==> src/rtl/tow_pkg.sv <==
// Shared types for the tug-of-war match controller: phase and winner encodings,
// score width and a saturating score increment.
package tow_pkg;

    localparam int unsigned SCORE_W = 3;

    typedef enum logic [2:0] {
        CLEAR     = 3'd0,
        COUNTDOWN = 3'd1,
        PLAY      = 3'd2,
        POINT     = 3'd3,
        OVER      = 3'd4
    } phase_t;

    typedef enum logic [1:0] {
        NONE  = 2'd0,
        LEFT  = 2'd1,
        RIGHT = 2'd2
    } winner_t;

    function automatic logic [SCORE_W-1:0] sat_inc(input logic [SCORE_W-1:0] s,
                                                   input logic [SCORE_W-1:0] lim);
        return (s >= lim) ? s : s + SCORE_W'(1);
    endfunction

endpackage

==> src/rtl/phase_timer.sv <==
// Loadable down-counter shared by the countdown and point-hold phases.
// Holds at zero; done is high whenever the count is zero.
module phase_timer #(
    parameter int unsigned W = 8
) (
    input  logic         clk,
    input  logic         reset,
    input  logic         load,
    input  logic [W-1:0] load_value,
    output logic         done
);

    logic [W-1:0] count;

    always_ff @(posedge clk) begin
        if (reset)
            count <= '0;
        else if (load)
            count <= load_value;
        else if (count != '0)
            count <= count - W'(1);
    end

    assign done = (count == '0);

endmodule

==> src/rtl/tow_match_ctrl.sv <==
// Tug-of-war match controller: round sequencing, press arbitration,
// point detection, score keeping and winner declaration.
module tow_match_ctrl
    import tow_pkg::*;
#(
    parameter int unsigned COUNT_CYCLES = 50_000_000,
    parameter int unsigned POINT_CYCLES = 100_000_000,
    parameter int unsigned WIN_SCORE    = 7
) (
    input  logic               clk,
    input  logic               reset,
    input  logic               l_press,
    input  logic               r_press,
    input  logic               left_end,
    input  logic               right_end,
    output logic               field_reset,
    output logic               l_move,
    output logic               r_move,
    output logic [SCORE_W-1:0] l_score,
    output logic [SCORE_W-1:0] r_score,
    output logic [2:0]         phase,
    output logic [1:0]         winner
);

    localparam int unsigned MAX_CYCLES = (COUNT_CYCLES > POINT_CYCLES) ? COUNT_CYCLES : POINT_CYCLES;
    localparam int unsigned TW         = $clog2(MAX_CYCLES);
    localparam logic [TW-1:0] COUNT_LOAD = TW'(COUNT_CYCLES - 1);
    localparam logic [TW-1:0] POINT_LOAD = TW'(POINT_CYCLES - 1);
    localparam logic [SCORE_W-1:0] WIN   = SCORE_W'(WIN_SCORE);

    phase_t             state, state_nx;
    winner_t            win_q, win_nx;
    logic               field_reset_nx, l_move_nx, r_move_nx;
    logic [SCORE_W-1:0] l_score_nx, r_score_nx;
    logic               tmr_load, tmr_done;
    logic [TW-1:0]      tmr_value;
    logic               l_only, r_only, both;

    assign l_only = l_press & ~r_press;
    assign r_only = r_press & ~l_press;
    assign both   = l_press & r_press;

    phase_timer #(.W(TW)) u_timer (
        .clk        (clk),
        .reset      (reset),
        .load       (tmr_load),
        .load_value (tmr_value),
        .done       (tmr_done)
    );

    always_comb begin
        state_nx   = state;
        win_nx     = win_q;
        l_move_nx  = 1'b0;
        r_move_nx  = 1'b0;
        l_score_nx = l_score;
        r_score_nx = r_score;
        tmr_load   = 1'b0;
        tmr_value  = COUNT_LOAD;

        case (state)
            CLEAR: begin
                tmr_load = 1'b1;
                state_nx = COUNTDOWN;
            end
            // a press on the final countdown cycle still counts as a false start
            COUNTDOWN: begin
                if (both) begin
                    tmr_load = 1'b1;
                end else if (l_only) begin
                    r_score_nx = sat_inc(r_score, WIN);
                    tmr_load   = 1'b1;
                    tmr_value  = POINT_LOAD;
                    state_nx   = POINT;
                end else if (r_only) begin
                    l_score_nx = sat_inc(l_score, WIN);
                    tmr_load   = 1'b1;
                    tmr_value  = POINT_LOAD;
                    state_nx   = POINT;
                end else if (tmr_done) begin
                    state_nx = PLAY;
                end
            end
            PLAY: begin
                if (l_only) begin
                    if (left_end) begin
                        l_score_nx = sat_inc(l_score, WIN);
                        tmr_load   = 1'b1;
                        tmr_value  = POINT_LOAD;
                        state_nx   = POINT;
                    end else begin
                        l_move_nx = 1'b1;
                    end
                end else if (r_only) begin
                    if (right_end) begin
                        r_score_nx = sat_inc(r_score, WIN);
                        tmr_load   = 1'b1;
                        tmr_value  = POINT_LOAD;
                        state_nx   = POINT;
                    end else begin
                        r_move_nx = 1'b1;
                    end
                end
            end
            POINT: begin
                if (tmr_done) begin
                    if (l_score == WIN) begin
                        state_nx = OVER;
                        win_nx   = LEFT;
                    end else if (r_score == WIN) begin
                        state_nx = OVER;
                        win_nx   = RIGHT;
                    end else begin
                        state_nx = CLEAR;
                    end
                end
            end
            OVER: begin
                state_nx = OVER;
            end
            default: begin
                state_nx = CLEAR;
            end
        endcase

        field_reset_nx = (state_nx == CLEAR);
    end

    always_ff @(posedge clk) begin
        if (reset) begin
            state       <= CLEAR;
            win_q       <= NONE;
            field_reset <= 1'b1;
            l_move      <= 1'b0;
            r_move      <= 1'b0;
            l_score     <= '0;
            r_score     <= '0;
        end else begin
            state       <= state_nx;
            win_q       <= win_nx;
            field_reset <= field_reset_nx;
            l_move      <= l_move_nx;
            r_move      <= r_move_nx;
            l_score     <= l_score_nx;
            r_score     <= r_score_nx;
        end
    end

    assign phase  = state;
    assign winner = win_q;

endmodule
==> config.mk <==
export PLATFORM = sky130hd
export DESIGN_NAME = tow_match_ctrl
export DESIGN_NICKNAME = d
export VERILOG_FILES = /design/src/rtl/tow_pkg.sv /design/src/rtl/phase_timer.sv /design/src/rtl/tow_match_ctrl.sv
export SDC_FILE = /design/constraint.sdc
export NUM_CORES = 1
export LEC_CHECK = 0
export CAP_MARGIN = 30
export CORE_MARGIN = 5
export CORE_UTILIZATION = 60
export CTS_CLUSTER_SIZE = 14
export DETAILED_ROUTE_END_ITERATION = 12
export GPL_TIMING_DRIVEN = 0
export PLACE_DENSITY_LB_ADDON = 0.2
export SLEW_MARGIN = 25
export SYNTH_ARGS = -nofsm -noshare
export SYNTH_HDL_FRONTEND = slang
export SYNTH_SLANG_ARGS = --single-unit
==> constraint.sdc <==
create_clock -name clk -period 4.2 [get_ports clk]
set_input_delay 0.63 -clock clk [delete_from_list [all_inputs] [get_ports clk]]
set_output_delay 0.63 -clock clk [all_outputs]
set_load 0.1 [all_outputs]
==> impl_metrics.json <==
{
  "ff2ff_path_depth": 8,
  "yosysTopAreaCell": "dfxtp_1",
  "dp_hpwl_mm": 3.55,
  "track_usage_pct": 20.8,
  "crit_fanout": 9,
  "cts_hold_buf": 0,
  "worstPathRequired_ns": 4.43,
  "grt_pass1_wl_mm": 8.70,
  "die_h_um": 70.8,
  "p_leak_nw": 0.954,
  "fill_cells": 296,
  "ys_ff_latch": 41,
  "via_per_inst": 6.13,
  "area_delta_synth_final_pct": 17.5,
  "busiest_layer": "met2",
  "worst_slew_pin_slew_ns": 0.970,
  "synthArstFlopShare_pct": 0,
  "hold_class": "register to register",
  "synth_edf_count": 0,
  "fin_tns_setup_ns": 0,
  "max_freq_ghz": 0.337,
  "slew_violations": 0,
  "antenna_found_initial": 0,
  "power_density_mw_per_mm2": 370,
  "synthCells": 257,
  "die-area_mm2": 0.00501,
  "cp_top_family": "simple AND/OR/NAND/NOR gates",
  "grt_util_met2_pct": 37.4,
  "clk-insertion-delay-late_ns": 0.29,
  "cp.buffers_inverters": 2,
  "clock_path_buffers": 2,
  "rows": 22,
  "final.setup.worst_slack_ns": 1.24,
  "hold_start": "winner[1]",
  "grt_pass1_vias": 2059,
  "synth.yosys.warnings": 0,
  "start_util_pct": 61.4,
  "netlist_top_cells_area": "dfxtp_1 37%, xor2_1 5.9%, ha_1 5.1%, a21oi_1 4.5%, nor2_1 4.2%",
  "start_kind": "register",
  "grt_util_met3_pct": 5.11,
  "dp_cells": 324,
  "cp_cell_sequence": "inv_1 -> ha_1 -> or3b_2 -> clkbuf_1 -> nor4_2 -> nand4b_1 -> or2_0 -> a21oi_1",
  "cts.reportedPaths.clkPinSlew_ns": 0.08,
  "drt_iter0_drc": 151,
  "place.gp.congestion": 0.831,
  "path_class": "register to register",
  "reg2reg_from": "u_timer.count[0]",
  "clock_skew_ns": 0.00773,
  "nets": 298,
  "rsz0062_at_grt": "no",
  "ant_nets": 0,
  "post_cts_resized": 0,
  "synth_cell_types": 49,
  "yosys.area.top_type_share_pct": 37.1,
  "routed_wl_mm": 5.05,
  "period_share_pct": 70.6,
  "endpoint_kind": "register",
  "maxSlewHeadroom_pct": 35.1,
  "maxCapViolations": 0,
  "drive_gt1_share_pct": 5.99,
  "port_buffers": 19,
  "numCtsBuffers": 5,
  "htreeDepth": 2,
  "finalHoldViolations": 0,
  "post_cts_buffers": 0,
  "finalSetupViolCount": 0,
  "stdcell_count": 332,
  "synth_top_flop_cell": "dfxtp_1",
  "cp_slowest_stage_delay_ns": 0.84,
  "synth_commonest_cells": "41 x dfxtp_1, 25 x nor2_1, 20 x a21oi_1, 16 x nor3_1, 15 x xor2_1",
  "dp_slack_ns": 1.25,
  "syn_area_mm2": 0.00221,
  "fp.coreArea_mm2": 0.00361,
  "status": "finished, final reports clean",
  "num_antenna_cells": 0,
  "io_pins": 20,
  "root_buffer": "clkbuf_8",
  "grt_use_met1_pct": 23.9,
  "crit_slowest_cell": "nor4_2",
  "grt_start_max_net_pins": 15,
  "wire_per_inst_um": 15.2,
  "avgSynthCellArea_um2": 8.62,
  "holdPathEnd": "winner[1]",
  "die_w_um": 70.8,
  "cts_tree": "built",
  "yosysMostFrequentCell": "dfxtp_1",
  "vias": 2036,
  "hold-path-cell-count": 2,
  "clkSinkCount": 41,
  "arrival_ns": 3.19,
  "fin_crit_ns": 2.96,
  "synth_seq_area_share_pct": 37.1,
  "route.detailed.drc": 0,
  "r2r_slack_ns": 1.24,
  "syn-num-nets": 272,
  "peakVddDrop_uv": 225,
  "drt_first_pass_iters": 4,
  "rr_endpoint": "winner[1]",
  "grt_overflow": 0
}
-- report_power, final --
part           internal [mW]  leakage [nW]  switching, mW
registers              0.412         0.338         0.0245
clock network          0.239        0.0687          0.141
logic                 0.0521         0.547         0.0937
-- how the worst max path moves through the flow --
stage / start / to / slack, ns / cells after the start
6_report: u_timer.count[0] / winner[1] / 1.24 / 8
4_1_cts: u_timer.count[0] / winner[1] / 1.28 / 8
2_1_floorplan: u_timer.count[0] / u_timer.count[20] / 1.74 / 9
3_3_place_gp: r_press / u_timer.count[16] / 1.29 / 8
3_5_place_dp: r_press / u_timer.count[7] / 1.25 / 8
5_1_grt: u_timer.count[0] / winner[1] / 1.03 / 8
-- cell families after synthesis --
family | share of synthesized area [%]
buffers and inverters | 4.92
flip-flops | 37.1
adder cells (fa/ha/maj) | 5.08
AO/OA/AOI/OAI | 18.1
AND/OR/NAND/NOR | 24.6
XOR/XNOR | 7.91
multiplexers | 2.26
-- cell usage in the layout, fill, tap and decap left out, drive strengths merged, types with 3 or more instances in the layout --
cell type / synthesis / final
inv: 10 / 11
xnor2: 5 / 5
ha: 9 / 9
or3: 3 / 3
clkdlybuf4s50: 0 / 19
nand2: 9 / 9
mux2i: 5 / 5
o21ai: 14 / 14
nor4: 11 / 11
a21oi: 20 / 20
buf: 5 / 5
nand4b: 3 / 3
o211ai: 8 / 8
clkbuf: 11 / 16
nand3: 4 / 4
dfxtp: 41 / 41
nor3: 16 / 16
nor2: 25 / 25
nor3b: 3 / 3
xor2: 15 / 15
a31oi: 4 / 4
or4: 6 / 6
-- area by class of cell --
class / instances / area (um2) / area share (%)
buffer: 16 / 71.3 / 2.74
clock buffer: 5 / 68.8 / 2.64
clock inverter: 3 / 68.8 / 2.64
inverter: 10 / 37.5 / 1.44
multi-input combinational: 190 / 1280 / 49.4
sequential: 41 / 821 / 31.5
tap: 48 / 60.1 / 2.31
timing repair buffer: 19 / 190 / 7.31
-- sequential cells by signal, summed over array words and instances, names as in the netlist --
| signal | flops |
|---|---|
| phase | 3 |
| u_timer.count | 27 |
| l_score | 3 |
| winner | 2 |
| l_move | 1 |
| r_move | 1 |
| field_reset | 1 |
| r_score | 3 |
-- per-stage QoR --
step	power, mW	cell area (um2)	hold slack, ns	utilization, %
finish	0.962	2600	0.460	72.2
global route	1.00	2600	0.492	72.2
CTS	0.966	2600	0.462	72.2
detailed placement	0.588	2460	0.450	68.4
global placement	0.585	2460	0.448	68.4
floorplan	0.550	2210	0.460	-
-- metal layers --
metal,part of all wire [%],up-vias
met3,5.1,7
met1,43,974
li1,-,997
met5,0,-
met2,50,58
met4,1.4,0
-- worst register-to-register path, delay by kind of cell, from the launching register on --
kind,cells,cell delay (ns)
simple gates,4,1.91
buf+inv,2,0.36
compound gates,1,0.11
flops,1,0.33
fa+ha+maj,1,0.19
No activity file was read; power rests on OpenSTA's default activity.
